`src/rtl/arbitro_escrita_banco.sv`:
```
// arbitro_escrita_banco
//   Merges two register-file writeback streams (A = ALU, B = load) onto the
//   single register-file write port. Each requester owns one holding slot; the
//   older held entry is granted first, and same-edge ties alternate through a
//   round-robin pointer. The write port outputs are registered.
//
// Ports
//   clock, reset_n        : rising-edge clock, synchronous active-low reset
//   a_valid/a_ready       : requester A handshake (accept when both high)
//   a_reg, a_data         : requester A destination register and value
//   b_*                   : same as A, for requester B
//   RegWrite              : registered write enable to the register file
//   WriteReg, WriteData   : registered write address / data
//   pending               : bit r high while a write to r is held or issued
module arbitro_escrita_banco #(
  parameter int SIZE = 32
) (
  input  logic            clock,
  input  logic            reset_n,
  input  logic            a_valid,
  output logic            a_ready,
  input  logic [4:0]      a_reg,
  input  logic [SIZE-1:0] a_data,
  input  logic            b_valid,
  output logic            b_ready,
  input  logic [4:0]      b_reg,
  input  logic [SIZE-1:0] b_data,
  output logic            RegWrite,
  output logic [4:0]      WriteReg,
  output logic [SIZE-1:0] WriteData,
  output logic [31:0]     pending
);

  // Relative age of the two held entries; only meaningful when both are full.
  typedef enum logic [1:0] {
    ORD_TIE     = 2'd0,
    ORD_A_OLDER = 2'd1,
    ORD_B_OLDER = 2'd2
  } ord_t;

  logic            a_full_q, a_full_d;
  logic            b_full_q, b_full_d;
  logic [4:0]      a_reg_q, a_reg_d;
  logic [4:0]      b_reg_q, b_reg_d;
  logic [SIZE-1:0] a_data_q, a_data_d;
  logic [SIZE-1:0] b_data_q, b_data_d;
  ord_t            ord_q, ord_d;
  logic            rr_q, rr_d;          // 0 = A wins next tie, 1 = B
  logic            reg_write_q, reg_write_d;
  logic [4:0]      write_reg_q, write_reg_d;
  logic [SIZE-1:0] write_data_q, write_data_d;

  logic grant_a, grant_b, tie_break;
  logic load_a, load_b;

  // Grant selection from the held slots.
  always_comb begin
    grant_a   = 1'b0;
    grant_b   = 1'b0;
    tie_break = 1'b0;
    if (a_full_q && b_full_q) begin
      case (ord_q)
        ORD_A_OLDER: grant_a = 1'b1;
        ORD_B_OLDER: grant_b = 1'b1;
        default: begin
          tie_break = 1'b1;
          if (rr_q) grant_b = 1'b1;
          else      grant_a = 1'b1;
        end
      endcase
    end else begin
      grant_a = a_full_q;
      grant_b = b_full_q;
    end
  end

  // Ready is forced high during reset; the reset branch below discards the accept.
  assign a_ready = !reset_n || !a_full_q || grant_a;
  assign b_ready = !reset_n || !b_full_q || grant_b;

  // Writes to $zero complete the handshake but never occupy a slot.
  assign load_a = a_valid && a_ready && (a_reg != 5'd0);
  assign load_b = b_valid && b_ready && (b_reg != 5'd0);

  always_comb begin
    a_full_d     = load_a || (a_full_q && !grant_a);
    b_full_d     = load_b || (b_full_q && !grant_b);
    a_reg_d      = load_a ? a_reg  : a_reg_q;
    a_data_d     = load_a ? a_data : a_data_q;
    b_reg_d      = load_b ? b_reg  : b_reg_q;
    b_data_d     = load_b ? b_data : b_data_q;
    rr_d         = rr_q ^ tie_break;

    // A freshly loaded entry is always younger than the one in the other slot.
    ord_d = ord_q;
    if (load_a && load_b) ord_d = ORD_TIE;
    else if (load_a)      ord_d = ORD_B_OLDER;
    else if (load_b)      ord_d = ORD_A_OLDER;

    reg_write_d  = grant_a || grant_b;
    write_reg_d  = write_reg_q;
    write_data_d = write_data_q;
    if (grant_a) begin
      write_reg_d  = a_reg_q;
      write_data_d = a_data_q;
    end else if (grant_b) begin
      write_reg_d  = b_reg_q;
      write_data_d = b_data_q;
    end
  end

  // Held slots plus the write currently on the port all count as outstanding.
  always_comb begin
    pending = 32'd0;
    if (a_full_q)    pending[a_reg_q]     = 1'b1;
    if (b_full_q)    pending[b_reg_q]     = 1'b1;
    if (reg_write_q) pending[write_reg_q] = 1'b1;
    pending[0] = 1'b0;
  end

  always_ff @(posedge clock) begin
    if (!reset_n) begin
      a_full_q     <= 1'b0;
      b_full_q     <= 1'b0;
      ord_q        <= ORD_TIE;
      rr_q         <= 1'b0;
      reg_write_q  <= 1'b0;
      write_reg_q  <= 5'd0;
      write_data_q <= '0;
    end else begin
      a_full_q     <= a_full_d;
      b_full_q     <= b_full_d;
      ord_q        <= ord_d;
      rr_q         <= rr_d;
      reg_write_q  <= reg_write_d;
      write_reg_q  <= write_reg_d;
      write_data_q <= write_data_d;
    end
  end

  // Slot payloads are qualified by the full flags and need no reset.
  always_ff @(posedge clock) begin
    a_reg_q  <= a_reg_d;
    a_data_q <= a_data_d;
    b_reg_q  <= b_reg_d;
    b_data_q <= b_data_d;
  end

  assign RegWrite  = reg_write_q;
  assign WriteReg  = write_reg_q;
  assign WriteData = write_data_q;

endmodule

```
`config.mk`:
```
export PLATFORM = sky130hd
export DESIGN_NAME = arbitro_escrita_banco
export DESIGN_NICKNAME = d
export VERILOG_FILES = /design/src/rtl/arbitro_escrita_banco.sv
export SDC_FILE = /design/constraint.sdc
export NUM_CORES = 1
export LEC_CHECK = 0
export BUFFER_PORTS_ARGS = -buffer_cell sky130_fd_sc_hd__buf_2
export CORE_AREA = 10 10 105 116
export DETAILED_ROUTE_END_ITERATION = 8
export DIE_AREA = 0 0 115 126
export PLACE_DENSITY = 0.74
export SETUP_SLACK_MARGIN = 0.4
export SLEW_MARGIN = 20
export SYNTH_ARGS = -nofsm -noshare
export SYNTH_HDL_FRONTEND = slang
export SYNTH_SLANG_ARGS = --single-unit
```
`constraint.sdc`:
```
create_clock -name clock -period 3.3 [get_ports clock]
set_input_delay 0.33 -clock clock [delete_from_list [all_inputs] [get_ports clock]]
set_output_delay 0.33 -clock clock [all_outputs]
set_load 0.01 [all_outputs]
```
# Word-level counts from Yosys, hierarchy flattened
# Cells that the tools add are included.
# totals
regBits	117
elab_cells	77
# op_classes
magnitude_cmp	6
bitwise_logic	4
n_mux	23
eq_ne	2
reduce_logical	30
# ops
cell	count
two-way mux 32 bit	5
bitwise OR 32 bit	2
< comparator 5 x 6 -> 1 bit, second input constant	3
demux 1 bit (select 5 bit)	3
>= comparator 5 x 1 -> 1 bit, second input constant	3
logical AND 1 bit	11
two-way mux 5 bit	2
nonzero test 5 bit	2
two-way mux 1 bit	9
logical OR 1 bit	7
logical NOT 1 bit	5
two-way mux 2 bit	2
case mux 1 bit (2 select lines)	2
nonzero test 2 bit	2
OR reduction 2 bit	2
OR reduction 3 bit	1
equality test 2 x 1 -> 1 bit, second input constant	1
equality test 2 bit, second input constant	1
NOT 1 bit	1
XOR 1 bit	1

# Longest topological paths before layout
# Gate-level depths: netlist of the first run.
# depth
depth_word	9
mapped_depth	7
depth_no_buf	6

# Worst setup path after synthesis of the first run
# Ideal clock, no wire load.
# synth_timing
kind	register -> register
from	reg ord_q[0]
to	reg a_data_q[0] (enable)
setup_time_ns	0.433
path_slack_ns	0.298
t_arrival_ns	2.569
period_less_slack_ns	3.002
stages_incl_launch_ff	6
path_cell_list	dfxtp_1 -> inv_1 -> ha_1 -> nand2_1 -> a21oi_2 -> nor2_1
# synth_via
elab_chain_len	6
elab_cells_between_ends	7
classes_between	2 x eq/ne; 2 x mux; 3 x reduce/logical
# synth_lines
item	line_no	rtl
from (decl)	47	ord_t ord_q, ord_d;
from (signal assigned)	133	ord_q <= ord_d;
equality test 2 bit / equality test 2 x 1 -> 1 bit (equally long branches)	62	case (ord_q)
case mux 1 bit (2 select lines) *	62	
two-way mux 1 bit *	61	if (a_full_q && b_full_q) begin
logical OR 1 bit *	78	assign a_ready = !reset_n || !a_full_q || grant_a;
logical AND 1 bit * (2 in series)	82	assign load_a = a_valid && a_ready && (a_reg != 5'd0);
named net load_a	54	logic load_a, load_b;
to (signal assigned)	144	a_data_q <= a_data_d;
to (decl)	45	logic [SIZE-1:0] a_data_q, a_data_d;
# Mark *: on every way through the listed nets, which the timed path passes. The rest lies on a longest branch.
# A chain may end at the register's enable or synchronous reset.

# Worst setup path after layout of the first run
# layout_timing
from	reg b_full_q
to	out pending[18]
# layout_via
elab_chain_len	3
# layout_lines
item	line_no	rtl
from (decl)	42	logic b_full_q, b_full_d;
from (signal assigned)	132	b_full_q <= b_full_d;
two-way mux 32 bit *	116	if (b_full_q) pending[b_reg_q] = 1'b1;
bitwise OR 32 bit (no source line)	n/a	
two-way mux 32 bit *	117	if (reg_write_q) pending[write_reg_q] = 1'b1;
to (decl)	31	output logic [31:0] pending
# Every way passes the cells marked *; elsewhere a longest branch is shown, timed or not.

==> results of run 1 <==
==> per-stage QoR <==
stage / area (µm²) / hold slack [ps] / worst slack [ps] / utilization, % / total power [µW]
global placement: 5650 / 421 / 1110 / 57.7 / 2090
detailed placement: 5650 / 432 / 1070 / 57.7 / 2100
floorplan: 4860 / 419 / 919 / - / 1940
global route: 6870 / 5.84 / 546 / 70.1 / 3960
CTS: 6860 / 1.27 / 694 / 70.0 / 3840
finish: 6870 / 21.7 / 680 / 70.1 / 3830
==> layer usage <==
layer  up-vias  wire length, µm  share of wire, %  track usage [%]
met5         -                0                 0                0
met4         0              288               2.0             8.16
met3        24             1660                11             8.97
met2       217             7470                51             33.0
met1      1907             5280                36             21.4
li1       1907                -                 -                -
==> kinds of logic after synthesis <==
kind of cell,synth area share [%]
compound gates,19.0
xor+xnor,0.180
fa+ha+maj,0.515
buf+inv,4.07
flops,63.5
mux,0.206
other cells,0.0772
simple gates,12.5
==> registers in the layout (all words and copies together) (netlist names) <==
name       flops
a_reg_q        5
rr_q           1
b_full_q       1
WriteReg       5
b_reg_q        5
ord_q          2
RegWrite       1
a_data_q      32
b_data_q      32
a_full_q       1
WriteData     32
==> synthesized netlist by cell type (all sizes together) (5+ instances only) <==
cell type	number
a21o	35
a21oi	5
a22o	35
a22oi	29
and3	5
and3b	5
buf	17
clkbuf	7
dfxtp	43
edfxtp	74
inv	10
nand2	72
nor2	18
nor3b	12
o21ai	5
==> final timing paths <==
| check | from | to | cells past startpoint |
|---|---|---|---|
| hold / removal | b_reg[3] | b_reg_q[3]$_DFFE_PP_ | 1 |
| setup / recovery | b_full_q$_SDFF_PN0_ | pending[18] | 5 |
| hold reg to reg | a_data_q[13]$_DFFE_PP_ | WriteData[13]$_SDFFE_PN0P_ | 1 |
| setup reg to reg | ord_q[0]$_SDFFE_PP0P_ | WriteData[17]$_SDFFE_PN0P_ | 7 |
==> repair_timing <==
| item | in CTS | in global routing |
|---|---|---|
| resized for setup | 0 | 0 |
| endpoints found under the hold margin | 65 | 1 |
| hold buffers | 65 | 1 |
==> final cells by class <==
cell class,count,share of cell area (%)
sequential,117,44.9
multi-input combinational,245,23.1
timing repair buffer,220,21.2
clock buffer,22,6.45
tap,120,2.19
clock inverter,10,1.57
inverter,10,0.546
antenna,2,0.0728
==> report_power, final <==
group	internal, µW	total [µW]	switching (µW)
registers	1670	1740	70.2
clock network	1080	1690	607
logic	195	400	205
total	2950	3830	882
==> impl_metrics.csv, run 1 <==
group,metric,value,unit
floorplan,dieWidth,115,µm
critical_path,crit_path_end_kind,"primary output",
sta,rsz0062_at_grt,"false",
sta,slew_viol_final,0,
synthesis,yosysSeqAreaShare,63.5,%
final_layout,final_common_cell,"buf_2",
critical_path,path_buf_inv,2,
synthesis,synthArstFlopShare,0,%
synthesis,synthesis.nets,476,
global_routing,grtUsageTotal,19.9,%
hold_path,min_path_type,"in -> reg",
clock_tree,cts_buffers,17,
final_layout,multi_input_area,1590,µm²
clock_tree,clk_latency,520,ps
critical_path,worst-setup-path-type,"reg -> out",
final_layout,fillerInstances,660,
synthesis,synth_top_area_cell,"edfxtp_1",
critical_path,path_cells,"nand2_1 -> nor2_1 -> a222oi_1 -> inv_1 -> buf_2",
synthesis,synth_cells,396,
final_layout,nNetsFinal,691,
pwr,leakage,0.00331,µW
pwr,power_density,557,nW/µm²
critical_path,max_stage_delay,620,ps
detailed_routing,drc_errors,0,
synthesis,syn_area,4860,µm²
sta,hold_violations,0,
sta,worst_pin_slew,1020,ps
detailed_routing,vias,4055,
sta,final-setup-viol-count,0,
clock_tree,cts.clk_slew.worst_paths,50,ps
critical_path,crit_family,"simple AND/OR/NAND/NOR gates",
clock_tree,clockBufferDepth,2,
floorplan,die_h,126,µm
final_layout,seqCellArea,3080,µm²
floorplan,ios,150,
synthesis,synth-edff-count,74,
detailed_routing,final_antenna_net_count,0,
final_layout,fin_cells,746,
sta,relSlewSlack,32.0,%
global_routing,antenna_found_initial,2,
critical_path,cp_slowest_cell,"dfxtp_1",
critical_path,cp.required,2970,ps
synthesis,yosysWarnings,0,
floorplan,fp.coreArea,9790,µm²
global_routing,grt_pass1_vias,4300,
floorplan,die_area,14500,µm²
final_layout,syn_to_final_growth,41.4,%
sta,period_needed,2620,ps
clock_tree,cts_root_buf,"clkbuf_8",
sta,tns,0,ps
synthesis,avgSynthCellArea,12.3,µm²
critical_path,crit_fanout,12,
critical_path,start_kind,"flop",
critical_path,ff2ff_setup_slack,1060,ps
flow_run,cap_violations,0,
synthesis,synth_top_cell_area_share,45.7,%
synthesis,synthTopCellsByArea,"edfxtp_1 46%, dfxtp_1 18%, a22o_1 6.3%, nand2_1 5.5%, a21o_1 5.4%",
placed_design,dp_hpwl,9270,µm
global_routing,grt_pass1_wl,22900,µm
detailed_routing,drt_iter0_drc,271,
clock_tree,cts_tree,"built",
detailed_routing,wirelength,14700,µm
floorplan,initial_core_util,49.6,%
global_routing,grt_max_degree,38,
synthesis,synth.lib_cells_used.distinct,42,
placed_design,portBuffers,148,
detailed_routing,wl_per_cell,19.7,µm
detailed_routing,first_pass_iters,5,
placed_design,place_inst,646,
sta,period_share,79.4,%
pwr,peakVddDrop,507,µV
outcome,status,"finished, final reports clean",
critical_path,arrival,2290,ps
clock_tree,htreeDepth,4,
sta,clock.fmax,0.382,GHz
global_routing,overflow,0,
sta,fin_worst_skew,13.8,ps
final_layout,drive_above_1_share,31.1,%
synthesis,yosys_most_used_dff,"edfxtp_1",
clock_tree,cts.sinks,117,
placed_design,gp_congestion,0.922,
clock_tree,cts_setup_buffers,0,
detailed_routing,viasPerCell,5.44,
synthesis,synth_seq_cells,117,
floorplan,fp-row-count,38,
final_layout,final_cell_mix,"148 x buf_2, 74 x edfxtp_1, 71 x nand2_1",
No activity file was read; power rests on OpenSTA's default activity.
==> inputs of run 2 (changes only) <==
Settings changed: CORE_AREA 10 10 105 116 to 10 10 109 121, DIE_AREA 0 0 115 126 to 0 0 119 131, PLACE_DENSITY 0.74 to 0.71.
Clock period 3.3 ns to 2.2 ns, I/O delays scaled along.
==> impl_metrics.csv, run 2 (synthesized netlist as in run 1, its figures left out) <==
group,metric,value,unit
floorplan,dieWidth,119,µm
placed_design,pre_cts_slack,-2.26,ps
critical_path,worst-setup-path-type,"reg -> out",
placed_design,portBuffers,148,
global_routing,busiest_layer,"met2",
clock_tree,cts_root_buf,"clkbuf_16",
pwr,power,6080,µW
sta,clock.fmax,0.510,GHz
pwr,power.switching,1370,µW
floorplan,fp.coreArea,10700,µm²
clock_tree,htreeDepth,4,
global_routing,grt_use_met2,31.7,%
critical_path,worstReg2RegStart,"ord_q[1]$_SDFFE_PP0P_",
global_routing,grt_max_degree,38,
flow_run,cap_violations,0,
clock_tree,clk_latency,400,ps
global_routing,grt_pass1_wl,23000,µm
hold_path,hp-start,"a_data[30]",
final_layout,final_cell_mix,"144 x buf_2, 74 x edfxtp_1, 66 x nand2_1",
pwr,peakVddDrop,767,µV
clock_tree,cts_buffers,17,
sta,slew_viol_final,0,
final_layout,nNetsFinal,735,
clock_tree,clockBufferDepth,2,
final_layout,fin_cells,817,
detailed_routing,vias,4289,
global_routing,overflow,0,
critical_path,arrival,1740,ps
critical_path,cp_slowest_cell,"edfxtp_1",
outcome,status,"finished, final reports clean",
sta,layout_setup_ws,240,ps
sta,hold_violations,0,
final_layout,syn_to_final_growth,58.3,%
placed_design,dp_hpwl,9380,µm
clock_tree,cts.clk_slew.worst_paths,50,ps
pwr,clock_power_share,44.7,%
pwr,power_frac_seq,42.8,%
pwr,pwr-share-comb,12.5,%
critical_path,cp.required,1980,ps
clock_tree,cts.sinks,117,
sta,worst_pin_slew,499,ps
final_layout,drive_above_1_share,44.0,%
placed_design,gp_congestion,0.903,
critical_path,max_stage_delay,510,ps
floorplan,die_h,131,µm
sta,rsz0062_at_grt,"true",
critical_path,crit_family,"flip-flops",
sta,period_share,89.1,%
detailed_routing,drt_iter0_drc,316,
clock_tree,cts_tree,"built",
floorplan,fp-row-count,40,
final_layout,final_common_cell,"buf_2",
global_routing,met3_usage,7.38,%
detailed_routing,viasPerCell,5.25,
sta,period_needed,1960,ps
global_routing,globalRouteMet1Util,20.8,%
placed_design,place_inst,682,
sta,final-setup-viol-count,0,
critical_path,path_cells,"buf_4 -> and3_2 -> a22oi_1 -> nand2_1 -> buf_2",
floorplan,die_area,15600,µm²
global_routing,antenna_found_initial,2,
sta,fin_worst_skew,5.66,ps
pwr,p_int,4710,µW
pwr,leakage,0.00367,µW
hold_path,min_path_type,"in -> reg",
floorplan,initial_core_util,45.4,%
global_routing,grtUsageTotal,18.8,%
sta,relSlewSlack,66.6,%
detailed_routing,drc_errors,0,
detailed_routing,wl_per_cell,19.5,µm
pwr,power_density,791,nW/µm²
global_routing,grt_pass1_vias,4344,
critical_path,start_kind,"flop",
detailed_routing,first_pass_iters,5,
critical_path,crit_fanout,7,
critical_path,cp-startpoint,"b_reg_q[4]$_DFFE_PP_",
critical_path,crit_path_end_kind,"primary output",
floorplan,ios,150,
detailed_routing,wirelength,15900,µm
critical_path,path_buf_inv,2,
final_layout,fillerInstances,752,
detailed_routing,final_antenna_net_count,0,
pwr,swShare,22.6,%
## run 2: power groups by stage
| stage | Clock (µW) | Sequential (µW) | Combinational, µW |
|---|---|---|---|
| after floorplan | 0 | 2630 | 287 |
| after global placement | 0 | 2640 | 511 |
| after detailed placement | 0 | 2640 | 525 |
| after CTS | 2750 | 2600 | 662 |
| after global routing | 2850 | 2620 | 816 |
| final | 2720 | 2600 | 761 |
## run 2: area by class of cell
class / count / area [µm²] / share of cell area (%)
sequential: 117 / 3090 / 40.2
timing repair buffer: 263 / 2000 / 26.0
multi-input combinational: 246 / 1770 / 23.0
clock buffer: 24 / 502 / 6.53
tap: 147 / 184 / 2.39
clock inverter: 8 / 96.3 / 1.25
inverter: 10 / 41.3 / 0.537
antenna: 2 / 5.00 / 0.0651
## run 2: stage by stage
step                area [µm²]  TNS, ps  util, %  hold slack, ps
finish                    7690        0     71.8            13.0
global route              7690        0     71.8            4.31
CTS                       7290        0     68.1            2.44
detailed placement        5800    -31.1     54.1             398
global placement          5800        0     54.1             396
floorplan                 4890        0        -             319
## run 2: timing repair
action / CTS / global route
hold buffers: 56 / 1
pin swaps: 16 / 15
setup endpoints to repair: 141 / 104
cloned: 1 / 7
setup buffers: 21 / 15
hold endpoints to repair: 56 / 1
gates resized for setup: 34 / 40
## run 2: final timing paths
kind	to	slack (ps)	depth (start not counted)
setup / recovery	pending[29]	240	5
hold / removal	a_data_q[30]$_DFFE_PP_	10	1
setup reg to reg	WriteData[13]$_SDFFE_PN0P_	360	8
hold reg to reg	WriteData[27]$_SDFFE_PN0P_	440	1
## run 2: layer usage
| layer | up-vias | wire length [µm] | part of all wire (%) |
|---|---|---|---|
| met4 | 2 | 380 | 2.4 |
| met3 | 33 | 1450 | 9.1 |
| met5 | - | 8 | 0.050 |
| met1 | 2023 | 6130 | 38 |
| met2 | 233 | 7960 | 50 |
| li1 | 1998 | - | - |
==> inputs of run 3 (changes only) <==
Settings changed: CTS_BUF_LIST set to sky130_fd_sc_hd__clkbuf_16.
==> impl_metrics.csv, run 3 (synthesized netlist as in run 1, its figures left out) <==
group,metric,value,unit
critical_path,path_cells,"and3b_2 -> a222oi_1 -> inv_1 -> buf_2",
pwr,power,5910,µW
floorplan,fp.coreArea,10700,µm²
sta,rsz0062_at_grt,"true",
global_routing,antenna_found_initial,1,
floorplan,dieWidth,119,µm
clock_tree,clockBufferDepth,2,
final_layout,nNetsFinal,737,
sta,hold_slack,9.84,ps
clock_tree,cts_root_buf,"clkbuf_16",
clock_tree,htreeDepth,4,
detailed_routing,vias,4396,
pwr,peakVddDrop,664,µV
final_layout,fin_util,71.9,%
pwr,leakage,0.00368,µW
floorplan,die_h,131,µm
floorplan,initial_core_util,45.4,%
critical_path,crit_family,"flip-flops",
clock_tree,cts_tree,"built",
hold_path,min_path_type,"in -> reg",
sta,final-setup-viol-count,0,
global_routing,overflow,0,
sta,period_share,91.2,%
floorplan,die_area,15600,µm²
final_layout,fin_cells,817,
sta,slew_viol_final,0,
critical_path,arrival,1790,ps
floorplan,ios,150,
detailed_routing,drc_errors,0,
flow_run,cap_violations,0,
placed_design,dp_hpwl,9380,µm
detailed_routing,wirelength,16300,µm
floorplan,fp-row-count,40,
final_layout,final_cell_mix,"146 x buf_2, 74 x edfxtp_1, 65 x nand2_1",
sta,hold_violations,0,
critical_path,crit_fanout,8,
placed_design,portBuffers,148,
critical_path,start_kind,"flop",
clock_tree,clk_latency,410,ps
critical_path,cp.required,1980,ps
critical_path,cp-startpoint,"b_reg_q[2]$_DFFE_PP_",
outcome,status,"finished, final reports clean",
critical_path,cp_slowest_cell,"edfxtp_1",
final_layout,final_common_cell,"buf_2",
placed_design,gp_congestion,0.903,
clock_tree,cts.clk_slew.worst_paths,50,ps
clock_tree,cts.sinks,117,
detailed_routing,drt_iter0_drc,444,
detailed_routing,wl_per_cell,19.9,µm
final_layout,n_antenna_cell,0,
global_routing,grtUsageTotal,19.2,%
global_routing,grt_max_degree,38,
sta,clock.fmax,0.498,GHz
critical_path,path_buf_inv,2,
critical_path,worst-setup-path-type,"reg -> out",
placed_design,place_inst,682,
detailed_routing,first_pass_iters,6,
final_layout,fillerInstances,763,
clock_tree,cts_buffers,17,
detailed_routing,viasPerCell,5.38,
critical_path,max_stage_delay,530,ps
hold_path,hp-start,"a_data[30]",
pwr,power_density,767,nW/µm²
critical_path,crit_path_end_kind,"primary output",
critical_path,worstReg2RegStart,"ord_q[0]$_SDFFE_PP0P_",
final_layout,drive_above_1_share,45.1,%
final_layout,syn_to_final_growth,58.5,%
detailed_routing,final_antenna_net_count,0,
global_routing,grt_pass1_vias,4434,
global_routing,grt_pass1_wl,23500,µm
sta,fin_worst_skew,6.05,ps
sta,period_needed,2010,ps
-- run 3: metrics by stage --
step | area [µm²] | setup TNS (ps) | worst slack [ps]
after floorplan | 4890 | 0 | 247
after global placement | 5800 | 0 | 68.1
after detailed placement | 5800 | -31.1 | -2.26
after CTS | 7250 | 0 | 253
after global routing | 7700 | 0 | 167
final | 7700 | 0 | 193
-- run 3: where the power goes --
part	total (µW)	switching [µW]	internal, µW
clock network	2530	905	1620
logic	775	378	397
registers	2600	96.2	2510
-- run 3: path summary, 6_finish.rpt --
kind,slack (ps),to,cells past startpoint
hold / removal,10,a_data_q[30]$_DFFE_PP_,1
setup / recovery,190,pending[20],4
hold reg to reg,440,WriteData[15]$_SDFFE_PN0P_,1
setup reg to reg,340,WriteData[21]$_SDFFE_PN0P_,9
-- run 3: area by class of cell --
type                    count  area [µm²]  area share [%]
clock buffers              17         425            5.53
clock inverters            15         123            1.59
inverters                  10        41.3           0.536
multi-input cells         246        1850            24.1
flip-flops and latches    117        3090            40.1
well taps                 147         184            2.39
repair buffers            265        1980            25.8
-- run 3: what timing repair did --
item | CTS | global route
setup buffers | 25 | 15
hold endpoints to repair | 55 | 1
resized for setup | 31 | 53
pin swaps | 7 | 28
setup endpoints to repair | 141 | 104
cloned | 1 | 6
hold buffers | 55 | 1
-- run 3: layer usage --
layer | up-vias | routed length (µm) | GRT usage [%] | part of all wire [%]
li1 | 1997 | - | - | -
met1 | 2097 | 6020 | 21.1 | 37
met2 | 271 | 8330 | 33.3 | 51
met3 | 29 | 1590 | 7.47 | 9.8
met4 | 2 | 318 | 7.05 | 2.0
met5 | - | 8 | 0 | 0.049
